**config.mk**
```make
export PLATFORM = sky130hd
export DESIGN_NAME = vacc_sequencer_flat
export DESIGN_NICKNAME = d
export VERILOG_FILES = /design/src/rtl/vacc_pkg.sv /design/src/rtl/vacc_sequencer_if.sv /design/src/rtl/edge_detect.sv /design/src/rtl/vacc_sequencer.sv /design/src/flat_wrapper.sv
export SDC_FILE = /design/constraint.sdc
export NUM_CORES = 1
export LEC_CHECK = 0
export BUFFER_PORTS_ARGS = -buffer_cell sky130_fd_sc_hd__buf_2
export CAP_MARGIN = 25
export CORE_ASPECT_RATIO = 1.75
export CORE_MARGIN = 5
export CORE_UTILIZATION = 35
export DETAILED_ROUTE_END_ITERATION = 8
export GPL_ROUTABILITY_DRIVEN = 0
export SYNTH_ARGS = -nofsm -noshare
export SYNTH_HDL_FRONTEND = slang
export SYNTH_HIERARCHICAL = 1
export SYNTH_SLANG_ARGS = --single-unit
```
**constraint.sdc**
```tcl
create_clock -name clk -period 2.93 [get_ports clk]
set_input_delay 0.1465 -clock clk [delete_from_list [all_inputs] [get_ports clk]]
set_output_delay 0.1465 -clock clk [all_outputs]
set_load 0.03 [all_outputs]
```
**src/rtl/vacc_pkg.sv**
```systemverilog
// rtl/vacc_pkg.sv - shared types and defaults for the vector accumulator sequencer
package vacc_pkg;

   // log2 of channels per dump for the default accumulator build
   localparam int VACC_VECTOR_WIDTH = 11;

   typedef enum logic [2:0] {
      SEQ_IDLE      = 3'd0,
      SEQ_WAIT_SYNC = 3'd1,
      SEQ_TRIG      = 3'd2,
      SEQ_RUN       = 3'd3,
      SEQ_DRAIN     = 3'd4
   } seq_state_t;

endpackage

```
**src/rtl/vacc_sequencer_if.sv**
```systemverilog
// rtl/vacc_sequencer_if.sv - sequencer <-> vector accumulator control/monitor link
interface vacc_sequencer_if
   import vacc_pkg::*;
#(
   parameter int VECTOR_WIDTH = VACC_VECTOR_WIDTH
);
   logic                    vacc_sync;
   logic                    vacc_trig;
   logic                    vacc_we;
   logic [VECTOR_WIDTH-1:0] vacc_addr;

   modport master (
      output vacc_sync,
      output vacc_trig,
      input  vacc_we,
      input  vacc_addr
   );

   modport slave (
      input  vacc_sync,
      input  vacc_trig,
      output vacc_we,
      output vacc_addr
   );
endinterface

```
**src/rtl/edge_detect.sv**
```systemverilog
// rtl/edge_detect.sv - rise/fall detector against a ce-qualified registered copy
module edge_detect (
   input  logic clk,
   input  logic rst,
   input  logic ce,
   input  logic d,
   output logic rise,
   output logic fall
);
   logic d_q;

   // previous value only advances on enabled cycles so edges are seen in ce time
   always_ff @(posedge clk) begin
      if (rst) begin
         d_q <= 1'b0;
      end else if (ce) begin
         d_q <= d;
      end
   end

   assign rise = d & ~d_q;
   assign fall = ~d & d_q;
endmodule

```
**src/rtl/vacc_sequencer.sv**
```systemverilog
// rtl/vacc_sequencer.sv - integration sequencer for the vector accumulator; VACC_SEQ_TIMEOUT_EN adds a watchdog
module vacc_sequencer
   import vacc_pkg::*;
#(
   parameter int VECTOR_WIDTH   = VACC_VECTOR_WIDTH,
   parameter int COUNT_WIDTH    = 32,
   parameter int TIMEOUT_CYCLES = 2**26
) (
   input  logic                   clk,
   input  logic                   rst,
   input  logic                   ce,
   input  logic                   arm,
   input  logic                   disarm,
   input  logic [COUNT_WIDTH-1:0] n_dumps,
   input  logic                   sync_in,
   input  logic                   reader_busy,
   vacc_sequencer_if.master       acc,
   output logic                   dump_done,
   output logic [COUNT_WIDTH-1:0] dump_count,
   output logic                   busy,
   output logic                   overflow,
   output logic                   timeout
);
   localparam logic [2:0] ST_IDLE      = SEQ_IDLE;
   localparam logic [2:0] ST_WAIT_SYNC = SEQ_WAIT_SYNC;
   localparam logic [2:0] ST_TRIG      = SEQ_TRIG;
   localparam logic [2:0] ST_RUN       = SEQ_RUN;
   localparam logic [2:0] ST_DRAIN     = SEQ_DRAIN;

   logic [2:0]              state_q;
   logic [2:0]              state_d;
   logic [COUNT_WIDTH-1:0]  n_dumps_q;
   logic [COUNT_WIDTH-1:0]  dump_count_q;
   logic [COUNT_WIDTH-1:0]  count_inc;
   logic                    disarm_pend_q;
   logic                    sync_q;
   logic                    trig_q;
   logic                    done_q;
   logic                    busy_q;
   logic                    overflow_q;
   logic [VECTOR_WIDTH-1:0] addr_mon;
   logic                    we_rise;
   logic                    we_fall;
   logic                    sync_rise;
   logic                    sync_fall_unused;
   logic                    arm_go;
   logic                    drain_start;
   logic                    drain_end;
   logic                    last_dump;
   logic                    wd_expire;

   edge_detect u_we_edge (
      .clk  (clk),
      .rst  (rst),
      .ce   (ce),
      .d    (acc.vacc_we),
      .rise (we_rise),
      .fall (we_fall)
   );

   edge_detect u_sync_edge (
      .clk  (clk),
      .rst  (rst),
      .ce   (ce),
      .d    (sync_in),
      .rise (sync_rise),
      .fall (sync_fall_unused)
   );

   assign addr_mon    = acc.vacc_addr;
   assign arm_go      = (state_q == ST_IDLE) && arm && !disarm;
   assign drain_start = (state_q == ST_RUN) && we_rise;
   assign drain_end   = (state_q == ST_DRAIN) && we_fall;
   // the count sticks at all-ones rather than wrapping back to zero
   assign count_inc   = (dump_count_q == '1) ? dump_count_q : dump_count_q + COUNT_WIDTH'(1);
   assign last_dump   = (n_dumps_q != '0) && (count_inc == n_dumps_q);

   // next-state decode; a disarm seen during a drain is honoured when the drain ends
   always_comb begin
      state_d = state_q;
      case (state_q)
         ST_IDLE:      if (arm_go) state_d = ST_WAIT_SYNC;
         ST_WAIT_SYNC: if (disarm) state_d = ST_IDLE;
                       else if (sync_rise) state_d = ST_TRIG;
         ST_TRIG:      state_d = disarm ? ST_IDLE : ST_RUN;
         ST_RUN:       if (disarm) state_d = ST_IDLE;
                       else if (we_rise) state_d = ST_DRAIN;
         ST_DRAIN:     if (drain_end) begin
                          state_d = (last_dump || disarm_pend_q || disarm) ? ST_IDLE : ST_TRIG;
                       end
         default:      state_d = ST_IDLE;
      endcase
      if (wd_expire) state_d = ST_IDLE;
   end

   // registered state, counters and strobes; sync/trig are never emitted on ce=0 cycles
   always_ff @(posedge clk) begin
      if (rst) begin
         state_q       <= ST_IDLE;
         n_dumps_q     <= '0;
         dump_count_q  <= '0;
         disarm_pend_q <= 1'b0;
         sync_q        <= 1'b0;
         trig_q        <= 1'b0;
         done_q        <= 1'b0;
         busy_q        <= 1'b0;
         overflow_q    <= 1'b0;
      end else if (ce) begin
         state_q <= state_d;
         busy_q  <= (state_d != ST_IDLE);
         sync_q  <= (state_q == ST_WAIT_SYNC) && sync_rise && !disarm;
         trig_q  <= (state_q == ST_TRIG) && !disarm;
         done_q  <= drain_end;

         if (arm_go) begin
            n_dumps_q    <= n_dumps;
            dump_count_q <= '0;
         end else if (drain_end) begin
            dump_count_q <= count_inc;
         end

         // a busy reader or a drain not starting at address 0 means a lost frame
         if (arm_go) begin
            overflow_q <= 1'b0;
         end else if (drain_start && (reader_busy || addr_mon != '0)) begin
            overflow_q <= 1'b1;
         end

         if (state_d == ST_IDLE) begin
            disarm_pend_q <= 1'b0;
         end else if (state_q == ST_DRAIN && disarm) begin
            disarm_pend_q <= 1'b1;
         end
      end else begin
         sync_q <= 1'b0;
         trig_q <= 1'b0;
      end
   end

`ifdef VACC_SEQ_TIMEOUT_EN
   localparam int WD_W = $clog2(TIMEOUT_CYCLES) + 1;

   logic [WD_W-1:0] wd_q;
   logic            timeout_q;
   logic            wd_active;

   assign wd_active = (state_q == ST_RUN) || (state_q == ST_DRAIN);
   assign wd_expire = wd_active && !(we_rise || we_fall) && (wd_q == WD_W'(TIMEOUT_CYCLES - 1));

   // watchdog counts enabled cycles in RUN/DRAIN and restarts on every write-strobe edge
   always_ff @(posedge clk) begin
      if (rst) begin
         wd_q      <= '0;
         timeout_q <= 1'b0;
      end else if (ce) begin
         if (wd_active && !(we_rise || we_fall) && !wd_expire) begin
            wd_q <= wd_q + WD_W'(1);
         end else begin
            wd_q <= '0;
         end
         if (arm_go) begin
            timeout_q <= 1'b0;
         end else if (wd_expire) begin
            timeout_q <= 1'b1;
         end
      end
   end

   assign timeout = timeout_q;
`else
   // keeps the watchdog limit referenced in builds without the watchdog
   localparam int TIMEOUT_UNUSED = TIMEOUT_CYCLES;

   assign wd_expire = 1'b0;
   assign timeout   = 1'b0;
`endif

   assign acc.vacc_sync = sync_q;
   assign acc.vacc_trig = trig_q;
   assign dump_done     = done_q;
   assign dump_count    = dump_count_q;
   assign busy          = busy_q;
   assign overflow      = overflow_q;
endmodule

```
**src/flat_wrapper.sv**
```systemverilog
// flat-port wrapper written by rule: the top's interface ports become plain ports
module vacc_sequencer_flat import vacc_pkg::*;
#(
   parameter int VECTOR_WIDTH   = VACC_VECTOR_WIDTH,
   parameter int COUNT_WIDTH    = 32,
   parameter int TIMEOUT_CYCLES = 2**26
)
  (clk, rst, ce, arm, disarm, n_dumps, sync_in, reader_busy, dump_done, dump_count, busy, overflow, timeout, acc_vacc_sync, acc_vacc_trig, acc_vacc_we, acc_vacc_addr);
  vacc_sequencer_if #(.VECTOR_WIDTH(VECTOR_WIDTH)) acc_i ();
  input  logic clk;
  input  logic rst;
  input  logic ce;
  input  logic arm;
  input  logic disarm;
  input  logic [COUNT_WIDTH-1:0] n_dumps;
  input  logic sync_in;
  input  logic reader_busy;
  output logic dump_done;
  output logic [COUNT_WIDTH-1:0] dump_count;
  output logic busy;
  output logic overflow;
  output logic timeout;
  output wire logic [$bits(acc_i.vacc_sync)-1:0] acc_vacc_sync;
  output wire logic [$bits(acc_i.vacc_trig)-1:0] acc_vacc_trig;
  input wire logic [$bits(acc_i.vacc_we)-1:0] acc_vacc_we;
  input wire logic [$bits(acc_i.vacc_addr)-1:0] acc_vacc_addr;
  assign acc_vacc_sync = acc_i.vacc_sync;
  assign acc_vacc_trig = acc_i.vacc_trig;
  assign acc_i.vacc_we = acc_vacc_we;
  assign acc_i.vacc_addr = acc_vacc_addr;
  vacc_sequencer #(.VECTOR_WIDTH(VECTOR_WIDTH), .COUNT_WIDTH(COUNT_WIDTH), .TIMEOUT_CYCLES(TIMEOUT_CYCLES)) u_core (.clk(clk), .rst(rst), .ce(ce), .arm(arm), .disarm(disarm), .n_dumps(n_dumps), .sync_in(sync_in), .reader_busy(reader_busy), .acc(acc_i), .dump_done(dump_done), .dump_count(dump_count), .busy(busy), .overflow(overflow), .timeout(timeout));
endmodule
```
# After elaboration in Yosys (flattened, before gate mapping)
# Cells that the tools add are included.
# word_totals
latchBits	0
memories	0
ramBits	0
register_bits	75
romBits	0
in_bits	51
# op_classes
n_shift	0
n_reduce_logical	27
eq_ne	6
bitwise_logic	7
div	0
multipliers	0
n_mux	16
order_cmp	0
addsub	1
# ops
cell	n
32-bit 2-to-1 mux	3
32-bit by 1-bit adder with 32-bit output, second input constant	1
32-bit == test	1
32-bit == test, second input constant	1
32-bit nonzero test	1
3-bit 2-to-1 mux	6
3-bit case mux with 5 select lines	1
11-bit nonzero test	1
1-bit logical AND	10
2-bit AND reduction	4
3-bit by 2-bit == test with 1-bit output, second input constant	2
3-bit zero test	2
2-bit nonzero test	3
1-bit 2-to-1 mux	4
2-bit 2-to-1 mux	2
1-bit inverter	4
1-bit AND	3
3-bit by 1-bit == test with 1-bit output, second input constant	1
3-bit == test, second input constant	1
1-bit logical OR	3
3-bit nonzero test	1
2-bit OR reduction	1
1-bit zero test	1

# Logic depth before layout (Yosys ltp)
# Gate-level depths: netlist of run 1.
# logic_depth
depth_word	12
mapped_depth	11

# Cells and area by module
# Netlist of run 1, hierarchy kept.
# by_module_without_submodules
module	n_inst	seq_area_each_um2	area_per_inst_um2	cells_per_inst
vacc_sequencer	1	1461.4	4654.5	633
edge_detect	2	20.0	46.3	5

# Worst setup path after synthesis of run 1
# Ideal clock, no wire load.
# synth_path
path_kind	register to register
startpoint	register u_core.dump_count_q[0] (netlist: u_core/dump_count[0])
endpoint	register u_core.state_q[1]
slack_ns	-0.002
stages_incl_launch_ff	11
t_arrival_ns	2.796
setup_time_ns	0.136
synth_period_minus_slack_ns	2.932
cell_sequence	dfxtp_1 ha_1 nand3_2 or4_4 or3_1 buf_2 xnor2_1 a2111oi_0 nand4_1 o21ai_1 o311ai_1
# synth_between
elab_chain_len	9
word_cells_on_any_way	10
cone_classes	add/sub (1); eq/ne (2); mux (4); reduce/logical (3)
# synth_lines
element	line	text
start, declared	vacc_sequencer.sv:33	logic [COUNT_WIDTH-1:0] dump_count_q;
start signal, assigned	vacc_sequencer.sv:119	dump_count_q <= count_inc;
32-bit by 1-bit adder with 32-bit output or 32-bit == test (tied branches)	vacc_sequencer.sv:75	assign count_inc = (dump_count_q == '1) ? dump_count_q : dump_count_q + COUNT_WIDTH'(1);
32-bit 2-to-1 mux (*)	vacc_sequencer.sv:75	
32-bit == test (*)	vacc_sequencer.sv:76	assign last_dump = (n_dumps_q != '0) && (count_inc == n_dumps_q);
1-bit logical AND (*)	vacc_sequencer.sv:76	
1-bit logical OR (*) (2 in a row)	vacc_sequencer.sv:89	state_d = (last_dump || disarm_pend_q || disarm) ? ST_IDLE : ST_TRIG;
2-bit 2-to-1 mux (*)	vacc_sequencer.sv:89	
3-bit 2-to-1 mux (*)	vacc_sequencer.sv:88	ST_DRAIN: if (drain_end) begin
3-bit case mux with 5 select lines (*)	vacc_sequencer.sv:81	case (state_q)
end signal, assigned	vacc_sequencer.sv:109	state_q <= state_d;
end, declared	vacc_sequencer.sv:30	logic [2:0] state_q;
# Mark *: on every way between the ends. The rest lies on a longest branch, timed or not.
# A chain may end at the register's enable or synchronous reset.

# Worst setup path in the final report of run 1
# layout_path
startpoint	register u_core.dump_count_q[1] (netlist: u_core/dump_count[1])
endpoint	register u_core.state_q[1]
# Same word-level chain as after synthesis.

==> impl_metrics.yaml, run 1 <==
place:
  dpl.cell_count: 900
  hpwlAfterDp_mm: 13.1
  portBuffers: 87
  placed_cell_area_mm2: 0.00555
  place_ws_ps: 89.8
logic_synthesis:
  syn_area_mm2: 0.00474
  synth_area_per_cell_um2: 7.38
  synthCells: 642
  synth_warnings: 6
  syn_nets: 694
power:
  leakagePower_nw: 2.23
  seqPwrFrac: 0.448
  clock_power_share: 0.461
  power.total_mw: 2.37
  switchingPower_uw: 589
  peakVddDrop_mv: 0.248
  power_frac_comb: 0.091
  internal-power_mw: 1.78
  p_per_area_mw_per_mm2: 403
  p_sw_frac: 0.248
clock_tree:
  clock-sinks: 75
  cts_buffer_depth: 2
  clk_pin_slew_ps: 60
  insertion_delay_ps: 340
  root_buffer: "clkbuf_16"
  htreeDepth: 3
  numCtsBuffers: 9
  cts_tree: "done"
  cts_hold_buf: 0
timing:
  report.final.hold_viol_count: 0
  fin_setup_tns_ps: 0
  worst_pin_slew_ps: 760
  drv_slew: 0
  setup_viol: 0
  finalWorstSetupSlack_ps: 112
  slew_headroom: 0.481
  period_needed_ps: 2820
  post-route-period-util: 0.962
  rsz0062_at_grt: "false"
  whs_ps: 44.9
  fin_skew_ps: 10.9
  fmax_mhz: 355
setup_path:
  cp-endpoint: "u_core/state_q[1]"
  r2r-end: "u_core/state_q[1]"
  cp.arrival_ps: 3010
  end_kind: "register"
  criticalPathCategory: "register to register"
  crit_fanout: 5
  crit_path_start: "u_core/dump_count[1]"
  cp-start-kind: "register"
  required_ps: 3120
  reg2reg_slack_ps: 110
  r2r_cells: 9
  reg2reg_from: "u_core/dump_count[1]"
global_route:
  grt_pass1_vias: 5244
  track_usage: 0.205
  grt_start_max_net_pins: 35
  overflow: 0
  antenna_found_initial: 0
  grt_pass1_wl_mm: 26.5
die:
  core-area_mm2: 0.0134
  dieHeight_um: 164
  dieArea_mm2: 0.0161
  start_util: 0.354
  dieWidth_um: 98.0
  rows: 56
  ios: 89
cells_and_area:
  drive_gt1_frac: 0.236
  nNetsFinal: 792
  finalInstanceArea_mm2: 0.00589
  syn2layout_area_growth_pct: 24.1
  nFillCells: 1369
  final_cell_mix: "nand2_1 (110), buf_2 (87), dfxtp_1 (72), a21oi_1 (61)"
  final_common_cell: "nand2_1"
  stdcell_count: 919
  antenna_cells: 0
  fin_util: 0.440
routing:
  ant_nets: 0
  drc: 0
  drtPass1Iterations: 6
  routed_wl_mm: 17.0
  vias: 5372
  avgViaCountPerCell: 5.85
  drtIter0Drc: 536
  wire_per_inst_um: 18.5
worst_hold_path:
  hold_class: "input port to register"
run_status:
  status: "complete, no violations"
job:
  max_cap_violations: 0
worst min path at each step:
stage / start / endpoint / slack (ps) / cells after the start
after floorplan: rst / u_core/u_sync_edge/d_q / 220 / 1
after global placement: n_dumps[9] / u_core/n_dumps_q[9] / 390 / 3
final: n_dumps[22] / u_core/n_dumps_q[22] / 40 / 3
after global routing: n_dumps[11] / u_core/n_dumps_q[11] / 50 / 3
after detailed placement: n_dumps[1] / u_core/n_dumps_q[1] / 390 / 3
after CTS: n_dumps[22] / u_core/n_dumps_q[22] / 40 / 3
routing by layer:
| metal | routed length (um) | vias up | GRT usage |
|---|---|---|---|
| met4 | 1350 | 0 | 0.167 |
| met5 | 0 | - | 0 |
| met1 | 6140 | 2491 | 0.214 |
| met2 | 8480 | 273 | 0.359 |
| met3 | 1040 | 82 | 0.0327 |
| li1 | - | 2526 | - |
state kept, by name, indices dropped and copies added (netlist names):
name,flops
u_core/n_dumps_q,32
u_core/u_we_edge/d_q,1
u_core/state_q,3
u_core/acc.vacc_sync,1
u_core/u_sync_edge/d_q,1
u_core/acc.vacc_trig,1
u_core/busy,1
u_core/disarm_pend_q,1
u_core/dump_done,1
u_core/overflow,1
u_core/dump_count,32
repair_timing:
item                                    4_1_cts  5_1_grt
endpoints found under the setup margin        0        2
setup buffers                                 0        3
gates resized for setup                       0        7
hold endpoints to repair                      0        0
final cells by class:
type                            instances  area [um^2]  area share
Multi-Input combinational cell        506         3010       0.511
Tap cell                              174          218      0.0370
Sequential cell                        75         1510       0.256
Clock buffer                           10          229      0.0389
Inverter                                9         33.8     0.00574
Timing Repair Buffer                  139          826       0.140
Clock inverter                          6         66.3      0.0113
critical path: stages, from the launching register on:
cell,delay (ps)
dfxtp_1,330
ha_1,220
nand3_2,160
or4_4,600
or3_1,410
xnor2_1,150
a2111oi_1,320
nand4_1,210
o21ai_1,170
o311ai_1,110
power groups by stage:
| stage | logic [mW] | registers (mW) | clock network (mW) |
|---|---|---|---|
| after floorplan | 0.129 | 1.08 | 0 |
| after global placement | 0.209 | 1.08 | 0 |
| after detailed placement | 0.211 | 1.09 | 0 |
| after CTS | 0.213 | 1.06 | 1.12 |
| after global routing | 0.235 | 1.06 | 1.16 |
| final | 0.217 | 1.06 | 1.09 |
Note: power is estimated with default switching activity, not from simulation.
==> inputs of run 2 (changes only) <==
Settings changed: SYNTH_HIERARCHICAL 1 to default.
==> run 2 against run 1 <==
Net effect: sequential share of layout area shrank 1.3 points; largest power group unchanged; highest routed layer unchanged; largest cell class unchanged; maximum frequency shrank 3.3%; global-route usage grew 0.19 points; synthesized area grew 2.4%.
==> impl_metrics.yaml, run 2 <==
global_route:
  overflow: 0
  grt_pass1_wl_mm: 27.4
  antenna_found_initial: 0
  track_usage: 0.207
  grt_start_max_net_pins: 35
  grt_pass1_vias: 5203
clock_tree:
  clock-sinks: 75
  clk_pin_slew_ps: 60
  root_buffer: "clkbuf_16"
  cts_hold_buf: 0
  cts_buffer_depth: 2
  numCtsBuffers: 9
  htreeDepth: 3
  insertion_delay_ps: 330
  cts_tree: "done"
cells_and_area:
  final_cell_mix: "nand2_1 (99), buf_2 (87), buf_4 (81), a21oi_1 (69)"
  finalInstanceArea_mm2: 0.00631
  syn2layout_area_growth_pct: 30.0
  antenna_cells: 0
  nNetsFinal: 821
  drive_gt1_frac: 0.305
  final_common_cell: "nand2_1"
die:
  core-area_mm2: 0.0138
  ios: 89
  dieHeight_um: 166
  dieArea_mm2: 0.0164
  start_util: 0.353
  dieWidth_um: 99.0
  rows: 57
setup_path:
  reg2reg_slack_ps: 20
  slowest_stage: "or4_4"
  cp.arrival_ps: 3110
  cp-start-kind: "register"
  criticalPathCategory: "register to register"
  required_ps: 3120
  crit_fanout: 4
  worstPathCellList: "nand3_1 > or4_4 > buf_4 > o41ai_4 > nor2_2 > xnor2_1 > a2111oi_2 > nand4_1 > o31ai_2 > a311oi_1"
  cpPeakStageDelay_ps: 610
  end_kind: "register"
logic_synthesis:
  yosys-top-cells-count: "nand2_1 (101), dfxtp_1 (75), a21oi_1 (69)"
  syn_area_mm2: 0.00485
  ys_async_sr_fraction: 0
  synth_area_per_cell_um2: 7.54
  synth_warnings: 0
  synthCells: 644
  yosysUniqueCellTypes: 67
  ys_seq_elements: 75
  synth-edff-count: 0
  synth_ff_type: "dfxtp_1"
  synth_top_area_cell: "dfxtp_1"
  ys_top_cells_by_area: "dfxtp_1 (31%), nand2_1 (7.8%), a21oi_1 (7.1%), xnor2_1 (5.2%), nor2_1 (4.6%)"
  synth.top_cell.area_share: 0.309
  yosysSeqAreaShare: 0.309
  syn_nets: 696
  yosysMostFrequentCell: "nand2_1"
timing:
  fmax_mhz: 343
  fin_setup_tns_ps: 0
  drv_slew: 0
  whs_ps: 44.8
  rsz0062_at_grt: "true"
  period_needed_ps: 2910
  finalWorstSetupSlack_ps: 15.8
  report.final.hold_viol_count: 0
  setup_viol: 0
  slew_headroom: 0.547
  worst_pin_slew_ps: 680
  fin_skew_ps: 11.8
  post-route-period-util: 0.995
run_status:
  status: "complete, no violations"
power:
  power.total_mw: 2.45
  p_per_area_mw_per_mm2: 388
  leakagePower_nw: 2.49
  peakVddDrop_mv: 0.251
routing:
  vias: 5305
  wire_per_inst_um: 18.2
  drtPass1Iterations: 5
  avgViaCountPerCell: 5.58
  drtIter0Drc: 278
  routed_wl_mm: 17.3
  drc: 0
  ant_nets: 0
place:
  place_ws_ps: 7.43
  hpwlAfterDp_mm: 13.4
  portBuffers: 87
  placed_cell_area_mm2: 0.00587
job:
  max_cap_violations: 0
worst_hold_path:
  hold_class: "input port to register"
-- run 2: critical path: cells and delay by family (launching register included) --
| family | cells | cell delay, ps |
|---|---|---|
| flops | 1 | 370 |
| compound gates | 4 | 1050 |
| buf+inv | 1 | 170 |
| simple gates | 4 | 990 |
| xor+xnor | 1 | 190 |
-- run 2: cell type report --
type | count | area [um^2]
tap | 177 | 221
clock buffer | 10 | 239
timing repair buffer | 168 | 1040
multi-input combinational | 509 | 3180
fill | 1386 | 7460
clock inverter | 5 | 76.3
sequential | 75 | 1530
inverter | 6 | 22.5
-- run 2: power by group --
part | total (mW) | switching (mW) | internal (mW)
combinational | 0.202 | 0.117 | 0.0843
sequential | 1.06 | 0.0238 | 1.04
clock | 1.19 | 0.426 | 0.762
total | 2.45 | 0.567 | 1.88
-- run 2: through the flow --
step	util	cells
global placement	0.426	931
floorplan	-	644
finish	0.458	950
global route	0.458	950
detailed placement	0.426	931
CTS	0.450	946
-- run 2: kinds of logic after synthesis --
logic type,after synthesis,share of synthesized area
compound gates,150,0.202
fa+ha+maj,1,0.00258
simple gates,306,0.334
mux,9,0.0188
buf+inv,60,0.0565
xor+xnor,42,0.0758
flops,75,0.309
other cells,1,0.000773
-- run 2: timing repair --
| item | CTS | global route |
|---|---|---|
| setup endpoints to repair | 2 | 2 |
| gates cloned | 0 | 0 |
| setup buffers | 0 | 4 |
| resized for setup | 1 | 23 |
| pin swaps | 0 | 13 |
-- run 2: path summary, 6_finish.rpt --
path,start,end,depth (start not counted)
max,u_core.dump_count[23],u_core.busy,10
min,n_dumps[31],u_core.n_dumps_q[31],3
max reg2reg,u_core.dump_count[23],u_core.busy,10
min reg2reg,u_core.n_dumps_q[22],u_core.n_dumps_q[22],2
-- run 2: layer usage --
| layer | routed length [um] | up-vias | track usage | part of all wire |
|---|---|---|---|---|
| met3 | 610 | 49 | 0.0244 | 0.035 |
| met4 | 863 | 0 | 0.113 | 0.050 |
| met2 | 9440 | 164 | 0.383 | 0.55 |
| met1 | 6370 | 2516 | 0.223 | 0.37 |
| met5 | 0 | - | 0 | 0 |
| li1 | - | 2576 | - | - |
